$ cat config.mk
export PLATFORM = sky130hd
export DESIGN_NAME = vx_lane_serializer
export DESIGN_NICKNAME = d
export VERILOG_FILES = /design/src/rtl/vx_lane_serializer.sv
export SDC_FILE = /design/constraint.sdc
export NUM_CORES = 1
export LEC_CHECK = 0
export ABC_CLOCK_PERIOD_IN_PS = 15050
export BUFFER_PORTS_ARGS = -buffer_cell sky130_fd_sc_hd__buf_2
export CORE_MARGIN = 2
export CORE_UTILIZATION = 49
export CTS_CLUSTER_DIAMETER = 50
export DETAILED_ROUTE_END_ITERATION = 8
export GPL_ROUTABILITY_DRIVEN = 0
export PLACE_DENSITY = 0.81
export SLEW_MARGIN = 20
export SYNTH_ARGS = -nofsm -noshare
export SYNTH_HDL_FRONTEND = slang
export SYNTH_SLANG_ARGS = --single-unit
$ cat constraint.sdc
create_clock -name clk -period 15.05 [get_ports clk]
set_input_delay 0.7525 -clock clk [delete_from_list [all_inputs] [get_ports clk]]
set_output_delay 0.7525 -clock clk [all_outputs]
set_load 0.01 [all_outputs]
$ cat src/rtl/vx_lane_serializer.sv
// vx_lane_serializer
// Takes one multi-lane packet per input handshake and emits it as a stream of
// single-lane beats, one per active lane of the packet mask, lowest lane first.
// A packet whose last beat is leaving can be replaced in the same cycle, so
// consecutive packets stream with no idle cycle between them.

module vx_lane_serializer #(
    parameter int NUM_LANES  = 4,
    parameter int DATA_WIDTH = 32,
    localparam int LANE_BITS = (NUM_LANES > 1) ? $clog2(NUM_LANES) : 1
) (
    input  logic                            clk,
    input  logic                            reset_n,
    input  logic                            valid_in,
    output logic                            ready_in,
    input  logic [NUM_LANES-1:0]            mask_in,
    input  logic [NUM_LANES*DATA_WIDTH-1:0] data_in,
    output logic                            valid_out,
    input  logic                            ready_out,
    output logic [DATA_WIDTH-1:0]           data_out,
    output logic [LANE_BITS-1:0]            lane_out,
    output logic                            last_out
);

    localparam logic [0:0] IDLE = 1'b0;
    localparam logic [0:0] BUSY = 1'b1;

    logic [0:0]                      state;
    logic [NUM_LANES*DATA_WIDTH-1:0] pkt_data;
    logic [NUM_LANES-1:0]            rem_mask;

    logic [NUM_LANES-1:0]            pfx;
    logic [NUM_LANES-1:0]            sel_onehot;
    logic [LANE_BITS-1:0]            sel_lane;
    logic [DATA_WIDTH-1:0]           sel_data;

    logic                            beat_xfer;
    logic                            last_xfer;
    logic                            pkt_accept;
    logic                            pkt_nonzero;

    // Inclusive low-to-high OR scan of the lanes still waiting to be sent.
    always_comb begin
        logic acc;
        acc = 1'b0;
        pfx = '0;
        for (int i = 0; i < NUM_LANES; i++) begin
            acc    = acc | rem_mask[i];
            pfx[i] = acc;
        end
    end

    // The first set bit of the scan is the lowest pending lane.
    assign sel_onehot = pfx & ~(pfx << 1);

    // Encode the one-hot select into a lane index and mux that lane's data.
    always_comb begin
        sel_lane = '0;
        sel_data = '0;
        for (int i = 0; i < NUM_LANES; i++) begin
            if (sel_onehot[i]) begin
                sel_lane = sel_lane | LANE_BITS'(i);
                sel_data = sel_data | pkt_data[i*DATA_WIDTH +: DATA_WIDTH];
            end
        end
    end

    assign valid_out = (state == BUSY);
    assign data_out  = sel_data;
    assign lane_out  = sel_lane;
    assign last_out  = valid_out && ((rem_mask & ~sel_onehot) == '0);

    assign beat_xfer   = valid_out && ready_out;
    assign last_xfer   = beat_xfer && last_out;

    // Refill is allowed while idle or in the very cycle the last beat leaves;
    // nothing is accepted while reset is being asserted.
    assign ready_in    = reset_n && ((state == IDLE) || last_xfer);
    assign pkt_accept  = valid_in && ready_in;
    assign pkt_nonzero = (mask_in != '0);

    // Packet capture, per-beat lane retirement and the IDLE/BUSY sequencing.
    always_ff @(posedge clk) begin
        if (!reset_n) begin
            state    <= IDLE;
            rem_mask <= '0;
        end else if (pkt_accept) begin
            if (pkt_nonzero) begin
                pkt_data <= data_in;
                rem_mask <= mask_in;
                state    <= BUSY;
            end else begin
                rem_mask <= '0;
                state    <= IDLE;
            end
        end else if (last_xfer) begin
            rem_mask <= '0;
            state    <= IDLE;
        end else if (beat_xfer) begin
            rem_mask <= rem_mask & ~sel_onehot;
        end
    end

endmodule

==> Word-level counts from Yosys, hierarchy flattened <==
Cells that the tools add are included.
{ "word_totals": {"ff_bits": 133, "input_bits": 136, "out_inout_bits": 37, "wordCells": 39} }
{ "op_classes": {"mux": 14, "n_bitwise": 11, "n_reduce_logical": 11} }
{ "ops": {"columns": ["cell", "n"], "rows": [
  ["$mux W32", 4],
  ["$or A32 B32 Y32", 3],
  ["$mux W4", 4],
  ["$and A4 B4 Y4", 2],
  ["$not A4 Y4", 2],
  ["$logic_and A1 B1 Y1", 5],
  ["$logic_not A4 Y1", 1],
  ["$mux W1", 4],
  ["$mux W2", 2],
  ["$reduce_bool A4 Y1", 1],
  ["$or A1 B1 Y1", 3],
  ["$reduce_and A3 Y1", 1],
  ["$reduce_bool A3 Y1", 1],
  ["$reduce_bool A2 Y1", 1],
  ["$logic_or A1 B1 Y1", 1],
  ["$not A1 Y1", 1]
]} }

==> Logic depth before layout (Yosys ltp) <==
Gate-level depths: netlist (run 1).
{ "depth": {"depth_word": 13, "mapped_depth": 5, "mapped_depth_nobuf": 3} }

==> Least setup slack after synthesis (run 1) <==
OpenSTA, ideal clock, no wires.
{ "synth_path": {"kind": "register -> register", "start": "reg rem_mask[0]", "end": "reg pkt_data[0], enable pin", "setup_time_ns": 0.798, "t_arrival_ns": 10.383, "required_ns": 14.252, "path_slack_ns": 3.869, "stages_incl_launch_ff": 5, "n_path_buf": 1, "period_less_slack_ns": 11.181, "path_cell_list": "dfxtp_1 > buf_4 > o31ai_1 > o31ai_1 > nor3b_1"} }
{ "synth_between": {"elab_chain_len": 13, "word_cells_on_any_way": 14, "classes_between": "bitwise: 7; reduce/logical: 7"} }
{ "synth_rtl": {"columns": ["element", "line_no", "text"], "rows": [
  ["from (decl)", "30", "logic [NUM_LANES-1:0] rem_mask;"],
  ["from (signal assigned)", "90", "rem_mask <= mask_in;"],
  ["from (signal assigned)", "100", "rem_mask <= rem_mask & ~sel_onehot;"],
  ["$or A1 B1 Y1 (2 in a row)", "48", "acc = acc | rem_mask[i];"],
  ["$or A1 B1 Y1 or $not A4 Y4 (tied branches)", "48, 54", null],
  ["$and A4 B4 Y4", "54", "assign sel_onehot = pfx & ~(pfx << 1);"],
  ["$not A4 Y4", "71", "assign last_out = valid_out && ((rem_mask & ~sel_onehot) == '0);"],
  ["$and A4 B4 Y4 *", "71", null],
  ["$logic_not A4 Y1 *", "71", null],
  ["$logic_and A1 B1 Y1 *", "71", null],
  ["$logic_and A1 B1 Y1 *", "74", "assign last_xfer = beat_xfer && last_out;"],
  ["$logic_or A1 B1 Y1 *", "78", "assign ready_in = reset_n && ((state == IDLE) || last_xfer);"],
  ["$logic_and A1 B1 Y1 *", "78", null],
  ["$logic_and A1 B1 Y1 *", "79", "assign pkt_accept = valid_in && ready_in;"],
  ["$reduce_and A3 Y1 (no line) *", null, null],
  ["to (signal assigned)", "89", "pkt_data <= data_in;"],
  ["to (decl)", "29", "logic [NUM_LANES*DATA_WIDTH-1:0] pkt_data;"]
]} }
Mark *: on every way between the ends. The rest lies on a longest branch, timed or not.
A chain may end at the register's enable or synchronous reset.

==> Final worst setup path (run 1) <==
{ "layout_path": {"start": "reg rem_mask[1]", "end": "reg pkt_data[95], enable pin"} }
Same word-level chain as after synthesis.

==> results of run 1 <==
-- per-layer routing --
layer / routed length [µm] / up-vias / share of wire
li1: - / 1515 / -
met1: 4130 / 1517 / 0.40
met2: 5210 / 139 / 0.51
met3: 765 / 14 / 0.074
met4: 158 / 0 / 0.015
met5: 0 / - / 0
-- layout make-up --
class / count / share of cell area
flip-flops and latches: 133 / 0.601
well taps: 133 / 0.0253
clock inverters: 13 / 0.0349
clock buffers: 18 / 0.0636
repair buffers: 177 / 0.137
inverters: 2 / 0.00114
multi-input cells: 127 / 0.137
-- flip-flops by register name, summed over array words and instances, names as in the netlist --
signal     flops
pkt_data     128
rem_mask       4
valid_out      1
-- worst min-delay path by stage --
stage | start | endpoint | cells after the start
floorplan | rem_mask[3] | rem_mask[3] | 2
global placement | rem_mask[3] | rem_mask[3] | 2
CTS | data_in[41] | pkt_data[41] | 1
detailed placement | rem_mask[3] | rem_mask[3] | 2
finish | data_in[71] | pkt_data[71] | 1
global route | data_in[9] | pkt_data[9] | 1
-- placed cells by master, fill, tap and decap left out, types with 3 or more instances in the layout --
master / count
sky130_fd_sc_hd__mux2i_1: 4
sky130_fd_sc_hd__o21ai_0: 27
sky130_fd_sc_hd__a22oi_1: 64
sky130_fd_sc_hd__bufinv_16: 6
sky130_fd_sc_hd__dfxtp_1: 3
sky130_fd_sc_hd__buf_4: 4
sky130_fd_sc_hd__buf_2: 172
sky130_fd_sc_hd__nand2_1: 5
sky130_fd_sc_hd__edfxtp_1: 128
sky130_fd_sc_hd__o21ai_1: 5
sky130_fd_sc_hd__clkbuf_16: 16
-- cells in the mapped netlist, types with 2 or more instances --
| cell type | count | area [µm²] |
|---|---|---|
| sky130_fd_sc_hd__nand2_1 | 5 | 18.8 |
| sky130_fd_sc_hd__buf_2 | 11 | 55.1 |
| sky130_fd_sc_hd__a22oi_1 | 64 | 480 |
| sky130_fd_sc_hd__edfxtp_1 | 128 | 3840 |
| sky130_fd_sc_hd__mux2i_1 | 4 | 40.0 |
| sky130_fd_sc_hd__o21ai_0 | 27 | 135 |
| sky130_fd_sc_hd__clkbuf_1 | 8 | 30.0 |
| sky130_fd_sc_hd__inv_1 | 2 | 7.51 |
| sky130_fd_sc_hd__nor3_1 | 2 | 10.0 |
| sky130_fd_sc_hd__o31ai_1 | 2 | 15.0 |
| sky130_fd_sc_hd__o21ai_1 | 5 | 25.0 |
| sky130_fd_sc_hd__nor2_1 | 2 | 7.51 |
| sky130_fd_sc_hd__o211ai_1 | 2 | 15.0 |
| sky130_fd_sc_hd__dfxtp_1 | 5 | 100 |
-- power by group through the flow --
stage	Sequential [mW]	Clock [mW]	Combinational, mW
2_1_floorplan	0.443	0	0.0375
3_3_place_gp	0.441	0	0.0709
3_5_place_dp	0.442	0	0.0724
4_1_cts	0.434	0.454	0.0729
5_1_grt	0.436	0.470	0.0798
6_report	0.434	0.445	0.0720
-- critical path, delay by kind of cell, from the launching register on --
family,cells,cell delay (ns)
compound gates,2,0.80
buf+inv,2,1.38
flops,1,0.61
simple gates,1,0.21
-- through the flow --
stage / worst slack (ns) / power, mW / hold slack [ns] / std cells / instance area [µm²]
2_1_floorplan: 3.87 / 0.481 / 0.533 / 282 / 4930
3_3_place_gp: 11.74 / 0.511 / 0.575 / 571 / 5910
3_5_place_dp: 11.59 / 0.514 / 0.582 / 571 / 5910
4_1_cts: 11.23 / 0.960 / 0.395 / 602 / 6560
5_1_grt: 11.33 / 0.986 / 0.379 / 603 / 6570
6_report: 11.59 / 0.951 / 0.421 / 603 / 6570
-- logic make-up (layout without fill, tap and decap cells) --
group	after synthesis	count (layout)	synth area share
DFF	133	133	0.800
AOI/OAI and AO/OA	107	107	0.152
buffers and inverters	22	210	0.0203
and+or+nand+nor	16	16	0.0200
muxes	4	4	0.00812
==> impl_summary.md, run 1 <==
Floorplanning
The count of pins on the block boundary is 173. The width of the chip is 104 µm. The core footprint is around 0.0098 mm². From bottom edge to top edge, the die measures about 100 µm. The initial cell density of the core is 0.505. The number of standard-cell rows in the floorplan is 36. The floorplan step defined a die boundary enclosing 0.0109 mm².

Global route
The met3 capacity usage during global routing is 0.0658. The global-route met2 utilization is 0.310. After global routing the overflow that remains totals 0.

The met1 layer usage reported by global route is 0.248. The global-route total usage across every layer is 0.195. The most used routing layer is met2. Entering global routing, the biggest net connects 75 pins. The number of global-route vias before repair is about 3300. The wire length of the first global-routing pass is 16.2 mm.

The number of antenna violations at the first check in global routing is 0.

Drt
The final layout contains routed wiring with a total length of 10.3 mm. In the routed design, unresolved DRC markers number 0. The violation count after the first detailed-routing iteration is ~210. The pre-antenna-repair detailed-routing pass consisted of 5 iterations.

After detailed routing, the average wire length per cell comes to between 15 and 20 µm. The via count of the routed design is 3185. The mean number of vias per cell is 5.28.

The count of nets left with antenna violations once routing finished came out at 0.

Power and ir drop
The cell area power density is 145 mW/mm². The combinational power share is 0.076. The internal power is 0.760 mW. The switching part of the total is 0.201. The leakage component of the power is approximately 2.5 nW.

Of the total power, the clock network draws 0.468. The sequential share of power is 0.456. The switching power is 0.191 mW. The maximum ir drop on the vdd rail is 0.0807 mV.

CTS
The count of hold-fix buffers inserted at cts is 0. After clock tree synthesis, the clock-pin slew on the worst setup and hold paths is 0.06 ns. The maximum level of the CTS H-tree is 4. TritonCTS built the clock tree. The number of setup buffers added after CTS is 0.

The total CTS buffers is 17. Gates resized during post-CTS repair numbered 0. The clock passes through at most 2 buffers. The number of sinks handled by clock tree synthesis is 133. The root buffer cell is sky130_fd_sc_hd__clkbuf_8.

For the worst-skew pair, the clock arrives at the later sink with an insertion delay of 0.50 ns.

Timing
Setup repair after global routing left no endpoint under its margin. On the final layout, the worst clock skew is about 0.0084 ns. Dividing the final minimum period by the clock period gives 0.230. The highest achievable clock rate is between 200 and 300 MHz. The count of endpoints failing setup in the final report is 0.

The max-slew violation count is 0. The shortest period the worst path allows is approximately 3.5 ns. For the pin with the worst max-slew slack, the measured transition is between 0.9 and 1 ns. The number of hold violations in the final report came to 0.

Headroom to the max-slew limit came out at 0.357. The final total negative setup slack is 0 ns.

Final layout
The area added between synthesis and finish is 33.2%. Summing all multi-input logic gate instances after layout gives 901 µm². The net count of the finished layout is 594. The number of filler instances in the final layout is roughly 740. The share of post-route cells with drive strength above 1 is 0.453. The antenna diode count is 0. Summing all flip-flop and latch instances after layout gives 0.00395 mm². The final core area utilization is 0.672.

Yosys
The share of synthesized area occupied by flip-flops and latches is 0.800. The most common flop cell mapped by yosys is sky130_fd_sc_hd__edfxtp_1. Of all flip-flops after synthesis, the portion carrying an async set or reset was 0. The count of mapped cells out of synthesis is between 200 and 300.

The synthesis-stage register bit count is 133. During synthesis, Yosys emitted a total of 0 warnings. The number of flops mapped to enable cells by yosys is 128. The number of distinct standard cells referenced by the synthesized netlist is 29.

The net count after synthesis is 418. The synthesized netlist occupies a cell area of between 0.004 and 0.005 mm². The per-instance average area after synthesis is roughly 17 µm².

Setup path
The critical path starts at rem_mask[1]. STA puts the critical path data arrival time at ~3.6 ns. The category of the critical setup timing path is reg2reg. The critical path's slowest cell is sky130_fd_sc_hd__buf_4.

The slack of the worst reg-to-reg path is roughly 12 ns. The endpoint of the worst register-to-register path is pkt_data[95]. The startpoint of the most critical register-to-register path is rem_mask[1]. Traced cell by cell, the critical path runs through o31ai_1 -> o31ai_1 -> nor3b_2 -> buf_4 -> buf_4.

The required time at the endpoint of the critical path is 15.17 ns. Counting cells, the worst reg-to-reg path comes to 5. In this run the worst path has a maximum fanout of 70. The worst setup path is captured at a flip-flop. The end point of the critical path is pkt_data[95]. STA classifies the critical path startpoint as a flip-flop. The delay of the slowest cell on the worst path is 0.79 ns.

Place
The HPWL after detailed placement is between 6 and 7 mm. Input and output buffers added on the ports amount to 172.

Min path
The worst min-delay path class is in2reg.

Status
The flow ran to the end, and the final reports show no timing, DRC or antenna violations.

Flow run
The tool flagged a number of max-cap violations equal to 0.
Power figures use the tool's default switching activity.
==> inputs of run 2 (changes only) <==
--- a/config.mk
+++ b/config.mk
@@ -5,14 +5,14 @@
 export SDC_FILE = /design/constraint.sdc
 export NUM_CORES = 1
 export LEC_CHECK = 0
-export ABC_CLOCK_PERIOD_IN_PS = 15050
+export ABC_CLOCK_PERIOD_IN_PS = 2770
 export BUFFER_PORTS_ARGS = -buffer_cell sky130_fd_sc_hd__buf_2
 export CORE_MARGIN = 2
-export CORE_UTILIZATION = 49
+export CORE_UTILIZATION = 45
 export CTS_CLUSTER_DIAMETER = 50
 export DETAILED_ROUTE_END_ITERATION = 8
 export GPL_ROUTABILITY_DRIVEN = 0
-export PLACE_DENSITY = 0.81
+export PLACE_DENSITY = 0.78
 export SLEW_MARGIN = 20
 export SYNTH_ARGS = -nofsm -noshare
 export SYNTH_HDL_FRONTEND = slang
==> constraint.sdc (replaced) <==
create_clock -name clk -period 2.77 [get_ports clk]
set_input_delay 0.1385 -clock clk [delete_from_list [all_inputs] [get_ports clk]]
set_output_delay 0.1385 -clock clk [all_outputs]
set_load 0.01 [all_outputs]
==> run 2 against run 1 <==
  * The flow now stops in 4_1_cts
  * Synthesized cell count unchanged
  * Area after synthesis unchanged
==> impl_summary.md, run 2 <==
Status
The flow did not finish. The first error in the log reads "[ERROR RSZ-0060] Max buffer count reached". The run ended at 4_1_cts.

Yosys
The number of warning messages in the yosys log is 0. The per-instance average area after synthesis is 17.5 µm². The number of flops mapped to enable cells by yosys is about 130. Of the post-synthesis cell area, the dominant cell type holds 0.779. After synthesis the netlist holds a flip-flop and latch count of 133.

The proportion of synthesized flip-flops having asynchronous set or reset is 0. Among all flip-flop cells after synthesis, the most frequent one is sky130_fd_sc_hd__edfxtp_1. The number of distinct standard cells referenced by the synthesized netlist is 29. By count the netlist is led by 128 x sky130_fd_sc_hd__edfxtp_1, 64 x sky130_fd_sc_hd__a22oi_1, 27 x sky130_fd_sc_hd__o21ai_0, 11 x sky130_fd_sc_hd__buf_2, 8 x sky130_fd_sc_hd__clkbuf_1.

Yosys instantiated no cell more often than sky130_fd_sc_hd__edfxtp_1. The net count after synthesis is 418. The share of synthesized area occupied by flip-flops and latches is 0.800. After synthesis, the cell types taking the most area are sky130_fd_sc_hd__edfxtp_1 78%, sky130_fd_sc_hd__a22oi_1 9.7%, sky130_fd_sc_hd__o21ai_0 2.7%, sky130_fd_sc_hd__dfxtp_1 2.0%, sky130_fd_sc_hd__buf_2 1.1%.

Synthesis handed over a netlist of approximately 280 instances. The mapped netlist covers 0.00493 mm². The biggest area contributor in the post-synthesis netlist is sky130_fd_sc_hd__edfxtp_1.

Floorplanning
The width of the chip is between 100 and 150 µm. The die extent in y is 109 µm. The number of standard-cell rows in the floorplan is 38. The initial utilization of the core area, before any placement, comes to 0.459. The count of pins on the block boundary is 173.

CTS
Post-CTS timing repair inserted 0 buffers for setup. The total of cells resized after clock tree synthesis is 0. The tree built by TritonCTS fans out to roughly 130 sinks.

The root buffer cell is sky130_fd_sc_hd__clkbuf_8. In this run, CTS created clock tree buffers numbering 17. The clock tree synthesis step divided the H-tree into 4 levels. The count of hold-fix buffers inserted at cts is 124. The maximum buffer depth of the clock tree is 2.

Place
Input and output buffers added on the ports amount to 172. The HPWL after detailed placement is 7.23 mm.
run 2: cells by family after synthesis:
| logic type | Yosys count | synth area share |
|---|---|---|
| muxes | 4 | 0.00812 |
| DFF | 133 | 0.800 |
| buffers and inverters | 22 | 0.0203 |
| AOI/OAI and AO/OA | 107 | 0.152 |
| and+or+nand+nor | 16 | 0.0200 |
run 2: stage by stage:
| step | std cells | area (µm²) | hold slack [ns] | worst slack (ns) |
|---|---|---|---|---|
| after detailed placement | 583 | 6030 | 0.317 | 0.700 |
| after global placement | 583 | 6030 | 0.316 | 0.773 |
| after floorplan | 282 | 5000 | 0.237 | -1.76 |
==> inputs of run 3 (changes only) <==
--- a/config.mk
+++ b/config.mk
@@ -5,14 +5,13 @@
 export SDC_FILE = /design/constraint.sdc
 export NUM_CORES = 1
 export LEC_CHECK = 0
-export ABC_CLOCK_PERIOD_IN_PS = 2770
+export ABC_CLOCK_PERIOD_IN_PS = 3600
 export BUFFER_PORTS_ARGS = -buffer_cell sky130_fd_sc_hd__buf_2
 export CORE_MARGIN = 2
-export CORE_UTILIZATION = 45
-export CTS_CLUSTER_DIAMETER = 50
+export CORE_UTILIZATION = 36
 export DETAILED_ROUTE_END_ITERATION = 8
 export GPL_ROUTABILITY_DRIVEN = 0
-export PLACE_DENSITY = 0.78
+export PLACE_DENSITY_LB_ADDON = 0.15
 export SLEW_MARGIN = 20
 export SYNTH_ARGS = -nofsm -noshare
 export SYNTH_HDL_FRONTEND = slang
==> constraint.sdc (replaced) <==
create_clock -name clk -period 3.6 [get_ports clk]
set_input_delay 0.18 -clock clk [delete_from_list [all_inputs] [get_ports clk]]
set_output_delay 0.18 -clock clk [all_outputs]
set_load 0.01 [all_outputs]
==> run 3 against run 2 <==
  * The run now ends clean
==> impl_summary.md, run 3 (same netlist as run 1, synthesis figures left out) <==
Status
The flow ran to the end, and the final reports show no timing, DRC or antenna violations.

Setup path
The delay of the slowest cell on the worst path is 0.69 ns. The critical path goes through nor2b_4 -> buf_4 -> a22oi_1 -> o21ai_0 -> buf_2. The required time at the endpoint of the critical path is 3.42 ns. The worst setup path is captured at an output port.

The number of cells on the worst reg-to-reg path is 4. Of all nets on the critical path, the largest fanout is 26. The critical path is of the reg2out type. STA puts the critical path data arrival time at 2.41 ns. The kind of launch point of the worst setup path is a flip-flop.

The slowest stage of the critical path is the sky130_fd_sc_hd__nor2b_4 cell.

Global route
The number of global-route vias before repair came to 3955. The largest net degree at the start of global routing is 73. In the global route stage, overall resource usage came out at 0.176. The remaining global-route overflow is 0. The number of antenna violations at the first check in global routing was 1. The first global-routing pass estimated around 19 mm of wire.

Drt
The detailed-route wire length per cell is 16.0 µm. The mean number of vias per cell is 4.69. The number of detailed-routing iterations run before antenna repair is 4.

The final layout contains routed wiring with a total length of ~12 mm. The violation count after the first detailed-routing iteration is 222. Summing over every cut layer, the via total after detailed routing is 3642. The number of nets with antenna violations after routing is 0. The number of design rule violations left after detail routing is 0.

Floorplanning
The die extent in y is 121 µm. The number of standard-cell rows in the floorplan is 42. The core footprint is 0.0133 mm². The width of the chip is approximately 120 µm. The full die area is 0.0147 mm². For this design the top-level I/O count stands at 173. The initial cell density of the core is 0.371.

Final layout
Once layout is done, the placed cells without fillers occupy 0.00794 mm². The most common library cell in the layout ignoring fill and taps is sky130_fd_sc_hd__buf_2. Of the cells placed in the final design, the portion with a size suffix greater than 1 is 0.363. The largest register by flop count is pkt_data.

The flip-flop count of the largest register after layout is 128. The area growth from synthesis to layout is 60.9%. The count of nets after finishing is 724. The top cell types in the final layout, fill and taps aside, are 172 x sky130_fd_sc_hd__buf_2, 128 x sky130_fd_sc_hd__dlygate4sd3_1, 128 x sky130_fd_sc_hd__edfxtp_1, 64 x sky130_fd_sc_hd__a22oi_1, 27 x sky130_fd_sc_hd__o21ai_0.

Timing
Setup violations remaining at the end of the flow were counted as 0. Setup repair after global routing left no endpoint under its margin. The tightest slew margin relative to the limit is 0.389. The number of hold violations in the final report is 0. In the post-route analysis, the smallest setup slack over all paths is approximately 1.0 ns.

Timing would allow up to 386 MHz. The measured slew at the worst slew-check pin is 0.916 ns. Of the available clock period, the critical path in the final layout requires 0.719.

The max-slew violation count came to 0. The worst path needs 2.59 ns of the cycle, external delays included. The clock arrives with roughly 0.011 ns of skew.

Power and ir drop
The leakage component of the power is 3.04 nW. The cell area power density is about 500 mW/mm². VDD sags by at most 0.353 mV.

CTS
The clock reaches the later pin of the worst-skew pair after ~0.42 ns. Counting the buffers created by CTS gives 17. TritonCTS built the clock tree.

The number of sinks handled by clock tree synthesis is between 100 and 150. The maximum buffer depth of the clock tree is 2. Clock tree synthesis selected as its root buffer the cell sky130_fd_sc_hd__clkbuf_16. The post-CTS clock slew at the launch and capture registers of the worst setup and hold paths is about 0.050 ns. The maximum level of the CTS H-tree is 4.

Min path
The worst hold path passes through 3 cells. The worst hold path belongs to the class in2reg.

Place
The placement-stage cell area is 0.00607 mm². Prior to clock tree synthesis, the placed netlist has a worst setup slack of 1.30 ns. The count of buffers added on input and output ports is approximately 170. After legalization and detailed placement, the total HPWL measured 7.51 mm.

Flow run
The max-cap violation count is 0.
[run 3: per-stage QoR]
| stage | hold slack [ns] | utilization | cells | power (mW) | TNS, ns |
|---|---|---|---|---|---|
| floorplan | 0.279 | - | 282 | 2.01 | -119.00 |
| global placement | 0.357 | 0.456 | 617 | 2.17 | 0 |
| detailed placement | 0.358 | 0.456 | 617 | 2.17 | 0 |
| CTS | 0.00936 | 0.597 | 776 | 4.01 | 0 |
| global route | 0.0477 | 0.597 | 777 | 4.11 | 0 |
| finish | 0.0331 | 0.597 | 777 | 3.97 | 0 |
[run 3: worst paths after layout]
path | slack (ns) | start | end
setup / recovery | 1.01 | rem_mask[1] | data_out[21]
hold / removal | 0.03 | mask_in[0] | rem_mask[0]
setup reg to reg | 1.32 | rem_mask[0] | pkt_data[39]
hold reg to reg | 0.59 | rem_mask[2] | rem_mask[2]
[run 3: critical path, delay by kind of cell (launching register included)]
| kind | cells | cell delay, ns |
|---|---|---|
| AND/OR/NAND/NOR | 1 | 0.69 |
| AO/OA/AOI/OAI | 2 | 0.31 |
| flip-flops | 1 | 0.51 |
| buffers and inverters | 2 | 0.47 |
[run 3: final cells by class]
type                    count  area (µm²)
inverters                   2        7.51
diodes                      1        2.50
multi-input cells         127         953
repair buffers            307        2220
well taps                 176         220
fillers                  1021        5360
clock buffers              18         429
flip-flops and latches    133        3950
clock inverters            13         156
[run 3: repair_timing]
action / in CTS / in global routing
buffers inserted: 0 / 0
resized for setup: 0 / 0
hold buffers: 128 / 0
endpoints found under the hold margin: 128 / 0
[run 3: power breakdown]
part | leakage [nW] | switching (mW) | total (mW) | internal [mW]
Sequential | 1.23 | 0.0390 | 1.82 | 1.78
Combinational | 1.53 | 0.194 | 0.426 | 0.232
Clock | 0.278 | 0.639 | 1.72 | 1.08
[run 3: per-layer routing]
metal | routed length [µm] | GRT usage | vias to the layer above
li1 | - | - | 1784
met1 | 5150 | 0.211 | 1726
met2 | 6380 | 0.294 | 114
met3 | 715 | 0.0573 | 18
met4 | 206 | 0.0698 | 0
met5 | 0 | 0 | -
